$ cat config.mk
export PLATFORM = sky130hd
export DESIGN_NAME = peak_counter_cmd_decoder_flat
export DESIGN_NICKNAME = d
export VERILOG_FILES = /design/src/rtl/peak_counter_cmd_decoder_pkg.sv /design/src/rtl/peak_counter_cmd_decoder_if.sv /design/src/rtl/peak_counter_timeout_timer.sv /design/src/rtl/peak_counter_cmd_decoder.sv /design/src/flat_wrapper.sv
export SDC_FILE = /design/constraint.sdc
export NUM_CORES = 1
export LEC_CHECK = 0
export BUFFER_PORTS_ARGS = -buffer_cell sky130_fd_sc_hd__buf_4
export CAP_MARGIN = 20
export CORE_ASPECT_RATIO = 1.1
export CORE_MARGIN = 8
export CORE_UTILIZATION = 30
export DETAILED_ROUTE_END_ITERATION = 10
export PLACE_DENSITY = 0.47
export SKIP_CTS_REPAIR_TIMING = 1
export SYNTH_ARGS = -nofsm -noshare
export SYNTH_HDL_FRONTEND = slang
export SYNTH_SLANG_ARGS = --single-unit
$ cat constraint.sdc
create_clock -name clk -period 5.5 [get_ports clk]
set_input_delay 1.1 -clock clk [delete_from_list [all_inputs] [get_ports clk]]
set_output_delay 1.1 -clock clk [all_outputs]
set_load 0.005 [all_outputs]
$ cat src/rtl/peak_counter_cmd_decoder_pkg.sv
// -----------------------------------------------------------------------------
// peak_counter_cmd_decoder_pkg
// Shared definitions for the command decoder and its timeout timer:
//   - frame constants (default SYNC byte, opcode values)
//   - FSM state encoding and the decoded-command struct
//   - helpers: clog2, opcode validity check, opcode-to-command decode
// -----------------------------------------------------------------------------
package peak_counter_cmd_decoder_pkg;

    localparam logic [7:0] SYNC_BYTE_DEFAULT = 8'hA5;
    localparam logic [7:0] OPC_START         = 8'h01;
    localparam logic [7:0] OPC_STOP          = 8'h02;
    localparam logic [7:0] OPC_GET_RST       = 8'h03;

    typedef enum logic [1:0] {
        ST_IDLE  = 2'd0,
        ST_OPC   = 2'd1,
        ST_CHK   = 2'd2,
        ST_ISSUE = 2'd3
    } state_e;

    typedef struct packed {
        logic start;
        logic get_rst;
    } cmd_t;

    // Number of bits needed to hold values 0 .. value-1.
    function automatic int unsigned clog2(input int unsigned value);
        int unsigned result;
        int unsigned rem;
        result = 32'd0;
        rem    = value - 32'd1;
        while (rem > 32'd0) begin
            result = result + 32'd1;
            rem    = rem >> 1;
        end
        return result;
    endfunction

    function automatic logic opcode_valid(input logic [7:0] opc);
        logic ok;
        case (opc)
            OPC_START, OPC_STOP, OPC_GET_RST: ok = 1'b1;
            default:                          ok = 1'b0;
        endcase
        return ok;
    endfunction

    // GET_RST keeps start=1 so counting resumes after the readout.
    function automatic cmd_t decode_opcode(input logic [7:0] opc);
        cmd_t cmd;
        case (opc)
            OPC_START: begin
                cmd.start   = 1'b1;
                cmd.get_rst = 1'b0;
            end
            OPC_GET_RST: begin
                cmd.start   = 1'b1;
                cmd.get_rst = 1'b1;
            end
            default: begin
                cmd.start   = 1'b0;
                cmd.get_rst = 1'b0;
            end
        endcase
        return cmd;
    endfunction

endpackage

$ cat src/rtl/peak_counter_cmd_decoder_if.sv
// -----------------------------------------------------------------------------
// peak_counter_cmd_decoder_if
// Byte-in / command-out bus of the decoder.
//   rx_data_in/rx_vld_in/rx_rdy_out    : byte stream from the host FIFO
//   cmd_vld_out/cmd_start_out/
//   cmd_get_rst_out/cmd_rdy_in         : command handshake to the controller
//   err_out/err_count_out              : rejected-frame diagnostics
// master = host/controller side, slave = decoder.
// -----------------------------------------------------------------------------
interface peak_counter_cmd_decoder_if #(
    parameter int ERR_CNT_WIDTH = 8
);
    logic [7:0]               rx_data_in;
    logic                     rx_vld_in;
    logic                     rx_rdy_out;
    logic                     cmd_vld_out;
    logic                     cmd_start_out;
    logic                     cmd_get_rst_out;
    logic                     cmd_rdy_in;
    logic                     err_out;
    logic [ERR_CNT_WIDTH-1:0] err_count_out;

    modport master (
        output rx_data_in, rx_vld_in, cmd_rdy_in,
        input  rx_rdy_out, cmd_vld_out, cmd_start_out, cmd_get_rst_out,
               err_out, err_count_out
    );

    modport slave (
        input  rx_data_in, rx_vld_in, cmd_rdy_in,
        output rx_rdy_out, cmd_vld_out, cmd_start_out, cmd_get_rst_out,
               err_out, err_count_out
    );
endinterface

$ cat src/rtl/peak_counter_timeout_timer.sv
// -----------------------------------------------------------------------------
// peak_counter_timeout_timer
// Idle-cycle counter for in-frame byte gaps.
//   clk, rst : clock, async active-high reset
//   clear    : restart counting from zero (takes priority over expiry)
//   enable   : count while high
//   expired  : high on the cycle the count sits at TIMEOUT_CYCLES-1 while
//              enabled and not cleared
// -----------------------------------------------------------------------------
module peak_counter_timeout_timer
    import peak_counter_cmd_decoder_pkg::*;
#(
    parameter int unsigned TIMEOUT_CYCLES = 48000
) (
    input  logic clk,
    input  logic rst,
    input  logic clear,
    input  logic enable,
    output logic expired
);
    localparam int unsigned TO_WIDTH = clog2(TIMEOUT_CYCLES);
    localparam logic [TO_WIDTH-1:0] LAST_COUNT = TO_WIDTH'(TIMEOUT_CYCLES - 32'd1);

    logic [TO_WIDTH-1:0] count_q;
    logic [TO_WIDTH-1:0] count_d;

    // Next count: clear wins, then increment, parking at the last value.
    always_comb begin
        count_d = count_q;
        if (clear) begin
            count_d = {TO_WIDTH{1'b0}};
        end else if (enable && (count_q != LAST_COUNT)) begin
            count_d = count_q + TO_WIDTH'(1);
        end else begin
            count_d = count_q;
        end
    end

    // Count register.
    always_ff @(posedge clk or posedge rst) begin
        if (rst) begin
            count_q <= {TO_WIDTH{1'b0}};
        end else begin
            count_q <= count_d;
        end
    end

    // A byte arriving on the last cycle raises clear, so it beats the timeout.
    assign expired = enable && !clear && (count_q == LAST_COUNT);

endmodule

$ cat src/rtl/peak_counter_cmd_decoder.sv
// -----------------------------------------------------------------------------
// peak_counter_cmd_decoder
// Validates 3-byte frames SYNC, OPCODE, ~OPCODE from the host byte stream and
// issues START / STOP / GET_RST commands to the controller over valid/ready.
// Malformed and timed-out frames pulse err_out and bump a saturating counter.
//   clk, rst : clock, async active-high reset
//   bus      : peak_counter_cmd_decoder_if slave modport (byte in, command
//              out, error diagnostics); all bus outputs are registered
// -----------------------------------------------------------------------------
module peak_counter_cmd_decoder
    import peak_counter_cmd_decoder_pkg::*;
#(
    parameter logic [7:0]  SYNC_BYTE      = SYNC_BYTE_DEFAULT,
    parameter int unsigned TIMEOUT_CYCLES = 48000,
    parameter int          ERR_CNT_WIDTH  = 8
) (
    input  logic                        clk,
    input  logic                        rst,
    peak_counter_cmd_decoder_if.slave   bus
);
    localparam logic [ERR_CNT_WIDTH-1:0] ERR_MAX = {ERR_CNT_WIDTH{1'b1}};

    state_e                   state_q,       state_d;
    logic [7:0]               opcode_q,      opcode_d;
    logic                     rx_rdy_q,      rx_rdy_d;
    logic                     cmd_vld_q,     cmd_vld_d;
    logic                     cmd_start_q,   cmd_start_d;
    logic                     cmd_get_rst_q, cmd_get_rst_d;
    logic                     err_q;
    logic [ERR_CNT_WIDTH-1:0] err_count_q,   err_count_d;

    logic rx_fire_s;
    logic err_s;
    logic timer_en_s;
    logic timer_clear_s;
    logic timeout_s;
    cmd_t decoded_s;

    assign rx_fire_s     = bus.rx_vld_in && rx_rdy_q;
    assign timer_en_s    = (state_q == ST_OPC) || (state_q == ST_CHK);
    // Clearing outside OPC/CHK guarantees a zero count on entry.
    assign timer_clear_s = rx_fire_s || !timer_en_s;

    peak_counter_timeout_timer #(
        .TIMEOUT_CYCLES (TIMEOUT_CYCLES)
    ) u_timeout (
        .clk     (clk),
        .rst     (rst),
        .clear   (timer_clear_s),
        .enable  (timer_en_s),
        .expired (timeout_s)
    );

    // Frame FSM next state plus next values of every registered output.
    always_comb begin
        state_d       = state_q;
        opcode_d      = opcode_q;
        cmd_start_d   = cmd_start_q;
        cmd_get_rst_d = cmd_get_rst_q;
        err_s         = 1'b0;
        decoded_s     = decode_opcode(opcode_q);

        case (state_q)
            ST_IDLE: begin
                if (rx_fire_s && (bus.rx_data_in == SYNC_BYTE)) begin
                    state_d = ST_OPC;
                end else begin
                    state_d = ST_IDLE;
                end
            end
            ST_OPC: begin
                // Any byte is taken as the opcode, even a repeated SYNC.
                if (rx_fire_s) begin
                    opcode_d = bus.rx_data_in;
                    state_d  = ST_CHK;
                end else if (timeout_s) begin
                    err_s   = 1'b1;
                    state_d = ST_IDLE;
                end else begin
                    state_d = ST_OPC;
                end
            end
            ST_CHK: begin
                if (rx_fire_s) begin
                    if (opcode_valid(opcode_q) && (bus.rx_data_in == ~opcode_q)) begin
                        cmd_start_d   = decoded_s.start;
                        cmd_get_rst_d = decoded_s.get_rst;
                        state_d       = ST_ISSUE;
                    end else begin
                        err_s   = 1'b1;
                        state_d = ST_IDLE;
                    end
                end else if (timeout_s) begin
                    err_s   = 1'b1;
                    state_d = ST_IDLE;
                end else begin
                    state_d = ST_CHK;
                end
            end
            ST_ISSUE: begin
                if (cmd_vld_q && bus.cmd_rdy_in) begin
                    state_d = ST_IDLE;
                end else begin
                    state_d = ST_ISSUE;
                end
            end
            default: begin
                state_d = ST_IDLE;
            end
        endcase

        // The first ISSUE cycle only raises valid, giving the one-cycle
        // decode-to-valid latency; valid drops with the handshake.
        cmd_vld_d = (state_q == ST_ISSUE) && (state_d == ST_ISSUE);
        rx_rdy_d  = (state_d != ST_ISSUE);

        if (err_s && (err_count_q != ERR_MAX)) begin
            err_count_d = err_count_q + ERR_CNT_WIDTH'(1);
        end else begin
            err_count_d = err_count_q;
        end
    end

    // State and output registers.
    always_ff @(posedge clk or posedge rst) begin
        if (rst) begin
            state_q       <= ST_IDLE;
            opcode_q      <= 8'h00;
            rx_rdy_q      <= 1'b0;
            cmd_vld_q     <= 1'b0;
            cmd_start_q   <= 1'b0;
            cmd_get_rst_q <= 1'b0;
            err_q         <= 1'b0;
            err_count_q   <= {ERR_CNT_WIDTH{1'b0}};
        end else begin
            state_q       <= state_d;
            opcode_q      <= opcode_d;
            rx_rdy_q      <= rx_rdy_d;
            cmd_vld_q     <= cmd_vld_d;
            cmd_start_q   <= cmd_start_d;
            cmd_get_rst_q <= cmd_get_rst_d;
            err_q         <= err_s;
            err_count_q   <= err_count_d;
        end
    end

    assign bus.rx_rdy_out      = rx_rdy_q;
    assign bus.cmd_vld_out     = cmd_vld_q;
    assign bus.cmd_start_out   = cmd_start_q;
    assign bus.cmd_get_rst_out = cmd_get_rst_q;
    assign bus.err_out         = err_q;
    assign bus.err_count_out   = err_count_q;

endmodule

$ cat src/flat_wrapper.sv
// flat-port wrapper written by rule: the top's interface ports become plain ports
module peak_counter_cmd_decoder_flat import peak_counter_cmd_decoder_pkg::*;
#(
    parameter logic [7:0]  SYNC_BYTE      = SYNC_BYTE_DEFAULT,
    parameter int unsigned TIMEOUT_CYCLES = 48000,
    parameter int          ERR_CNT_WIDTH  = 8
)
  (clk, rst, bus_rx_data_in, bus_rx_vld_in, bus_cmd_rdy_in, bus_rx_rdy_out, bus_cmd_vld_out, bus_cmd_start_out, bus_cmd_get_rst_out, bus_err_out, bus_err_count_out);
  peak_counter_cmd_decoder_if #(.ERR_CNT_WIDTH(ERR_CNT_WIDTH)) bus_i ();
  input  logic clk;
  input  logic rst;
  input wire logic [$bits(bus_i.rx_data_in)-1:0] bus_rx_data_in;
  input wire logic [$bits(bus_i.rx_vld_in)-1:0] bus_rx_vld_in;
  input wire logic [$bits(bus_i.cmd_rdy_in)-1:0] bus_cmd_rdy_in;
  output wire logic [$bits(bus_i.rx_rdy_out)-1:0] bus_rx_rdy_out;
  output wire logic [$bits(bus_i.cmd_vld_out)-1:0] bus_cmd_vld_out;
  output wire logic [$bits(bus_i.cmd_start_out)-1:0] bus_cmd_start_out;
  output wire logic [$bits(bus_i.cmd_get_rst_out)-1:0] bus_cmd_get_rst_out;
  output wire logic [$bits(bus_i.err_out)-1:0] bus_err_out;
  output wire logic [$bits(bus_i.err_count_out)-1:0] bus_err_count_out;
  assign bus_i.rx_data_in = bus_rx_data_in;
  assign bus_i.rx_vld_in = bus_rx_vld_in;
  assign bus_i.cmd_rdy_in = bus_cmd_rdy_in;
  assign bus_rx_rdy_out = bus_i.rx_rdy_out;
  assign bus_cmd_vld_out = bus_i.cmd_vld_out;
  assign bus_cmd_start_out = bus_i.cmd_start_out;
  assign bus_cmd_get_rst_out = bus_i.cmd_get_rst_out;
  assign bus_err_out = bus_i.err_out;
  assign bus_err_count_out = bus_i.err_count_out;
  peak_counter_cmd_decoder #(.SYNC_BYTE(SYNC_BYTE), .TIMEOUT_CYCLES(TIMEOUT_CYCLES), .ERR_CNT_WIDTH(ERR_CNT_WIDTH)) u_core (.clk(clk), .rst(rst), .bus(bus_i));
endmodule
==> summary.md <==
| Metric | Value |
|---|---|
| Met3 global-route usage | 2.94% |
| Row count | 32 |
| Setup Viol. Count Final | 0 |
| Clock-pin slew on the worst setup and hold paths | 0.08 ns |
| Syn Std Cell Area | between 0.002 and 0.0025 mm² |
| Post-Syn Instances | just over 200 |
| CTS H-tree lvls | 2 |
| R2r startpoint | u_core.u_timeout.count_q[7] |
| Drt via density | between 4 and 5 |
| Synth warn | 0 |
| Worst Hold Class | flop to flop |
| Pin count of the biggest net entering global routing | 40 |
| Peak Freq | just under 0.4 GHz |
| Die width | roughly 100 µm |
| Worst EP required | approximately 5.7 ns |
| Crit share post-route | 46.7% |
| Buf+Inv Stages, Crit Path | 1 |
| IO Pins | 25 |
| Status | finished clean |
| DR DRC count | 0 |
| Final hold vios | 0 |
| Post-route ant nets | 0 |
| FF-to-FF setup slack | 3.39 ns |
| Hpwl dp | 3.37 mm |
| Worst Path Arrival | 2.75 ns |
| Routed wire length | 4.61 mm |
| Leak Pwr | approximately 1.2 nW |
| Layout cells sized above 1 | roughly a quarter |
| Unrepaired setup endpoints after global routing | false |
| Cell variety after synth | 52 |
| Clock Sinks | 39 |
| Die ar. | approximately 0.010 mm² |
| CTS root buf | clkbuf_8 |
| GR peak layer | met2 |
| Area Overhead vs Synth | 18.6% |
| Largest stage delay, worst path | about 0.35 ns |
| Worst Clk Skew | 0.00793 ns |
| Die Height | 106 µm |
| Top cells by area, synth | dfrtp_1, mux2_1, mux2_2, xor2_1, nor2_1 |
| Synth Flop Type | dfrtp_1 |
| Fin nets | approximately 250 |
| Syn Area/Cell | approximately 11 µm² |
| CTS tree | done |
| ANT cells | 0 |
| Worst-Margin Slew | roughly 0.56 ns |
| R2R Path End | u_core.bus.err_count_out[4] |
| DR pass1 iterations | 4 |
| Peak supply drop | 0.0000813 V |
| RePlAce Congestion | slightly above 0.7 |
| Hold EP | u_core.bus.cmd_start_out |
| Vias | 1,579 |
| Met1 global-route usage | 10.5% |
| Synth Register Bits | 39 |
| Post-synth EDFFs | 0 |
| Initial Util | between 30% and 40% |
| Vias in the first global route | between 1,500 and 2,000 |
| Tot GR Track Use | about a tenth |
| Reg2reg path depth | 5 |
| Grt total ovfl | 0 |
| Number of buffers added on ports | 24 |
| Crit-path cells | buf_4 -> and2_1 -> nor3_2 -> o2111ai_4 -> a211oi_1 -> mux2_1 |
| Setup Crit Path Kind | input pin to flop |
| Maximum buffer depth of the clock tree | 2 |
| Post-synth top area cell | dfrtp_1 |
| Design area | ~0.0026 mm² |
| Relative slew slack | between 60% and 70% |
| Crit. End Element | flop |
| Post-synthesis sequential area ratio | about 44% |
| Top cell type's share of synthesized area | ~44% |
| Slowest library cell on the worst path | mux2_1 |
| Crit path time final | around 2.6 ns |
| Post-synth ARST share | 100% |
| Initial antenna violation count | 0 |
| Delay-heaviest family, CP | simple AND/OR/NAND/NOR gates |
| Core area | just over 0.007 mm² |
| GR Util met2 | about 16% |
| Power, Total | between 0.5 and 0.6 mW |
| Setup TNS | 0 ns |
| Type of origin of the critical path | input pin |
| Area after DPL | 0.00248 mm² |
| Number of cells on the worst hold path | 1 |
| CTS Buf Count | 5 |
| Clk_lat worst skew | around 0.30 ns |
| Worst Hold Slack | around 0.5 ns |
| Hold Startpoint | u_core.bus.cmd_start_out |
| PwrDens | about 230 mW/mm² |
| Max cap viols | 0 |
| CP max FO | 9 |
| Drt wl/cell | about 14 µm |
| Initial DRC count | 58 |
| Slew Viols, Final | 0 |
| Global-route wire length before repair | ~8.1 mm |
| Synthesized net count | around 220 |
## synth_stat cells, types with 5 or more instances
cell type,number
inv_1,7
nor3_1,7
ha_1,6
mux2_1,8
mux2_2,8
a21oi_1,7
and3_1,5
nand4_1,6
xnor2_1,5
nand3_1,9
nor2_1,21
nand2_1,19
xor2_1,10
dfrtp_1,39
## metal layers
| metal | vias up | wire length (µm) |
|---|---|---|
| met5 | - | 0 |
| met4 | 0 | 77 |
| met3 | 9 | 172 |
| met2 | 27 | 2280 |
| met1 | 761 | 2080 |
| li1 | 782 | - |
## stage by stage
stage	utilization (%)	worst slack (ns)	instances
floorplan	-	2.90	203
finish	37.0	2.93	319
detailed placement	35.1	2.60	311
global placement	35.1	2.68	311
global route	37.0	2.84	319
CTS	37.0	2.92	319
## worst max-delay path by stage
| stage | from | to | slack, ns | cells after the start |
|---|---|---|---|---|
| 2_1_floorplan | bus_rx_vld_in | u_core.bus.err_count_out[4] | 2.90 | 6 |
| 3_3_place_gp | bus_rx_vld_in | u_core.bus.err_count_out[6] | 2.68 | 6 |
| 3_5_place_dp | bus_rx_vld_in | u_core.bus.err_count_out[4] | 2.60 | 6 |
| 4_1_cts | bus_rx_vld_in | u_core.bus.err_count_out[4] | 2.92 | 6 |
| 5_1_grt | bus_rx_vld_in | u_core.bus.err_count_out[4] | 2.84 | 6 |
| 6_report | bus_rx_vld_in | u_core.bus.err_count_out[4] | 2.93 | 6 |
## cells in the final DEF (no fill, tap or decap), types with 5 or more instances in the layout
master / count
xor2_1: 10
and3_1: 5
dfrtp_1: 39
nand3_1: 9
nand2_1: 19
ha_1: 6
nand4_1: 6
mux2_1: 8
mux2_2: 8
xnor2_1: 5
buf_4: 25
nor3_1: 7
clkbuf_8: 5
a21oi_1: 7
nor2_1: 21
inv_1: 7
## layout make-up
class                           instances  area, µm²
Timing Repair Buffer                   25        188
Multi-Input combinational cell        155       1180
Clock inverter                          2       60.1
Sequential cell                        39        976
Fill cell                             717       4440
Clock buffer                            6       72.6
Tap cell                               85        106
Inverter                                7       26.3
## sequential cells by signal, summed over array words and instances, names as in the netlist
register and flops:
u_core.bus.cmd_get_rst_out 1, u_core.bus.cmd_start_out 1, u_core.bus.cmd_vld_out 1, u_core.bus.err_count_out 8
u_core.bus.err_out 1, u_core.bus.rx_rdy_out 1, u_core.opcode_q 8, u_core.state_q 2
u_core.u_timeout.count_q 16
## kinds of logic after synthesis
family                     after synthesis  synth area share, %
AOI/OAI and AO/OA                       26                 10.4
and+or+nand+nor                         90                 24.8
adders and majority gates                6                 3.41
buffers and inverters                    9                 1.99
xor gates and xnor gates                15                 5.97
DFF                                     39                 44.4
muxes                                   18                 9.10
## report_power, final
part           total (mW)  internal [mW]  switching, mW
registers           0.289          0.288        0.00142
logic              0.0247         0.0105         0.0141
clock network       0.286          0.181          0.104
No activity file was read; power rests on OpenSTA's default activity.
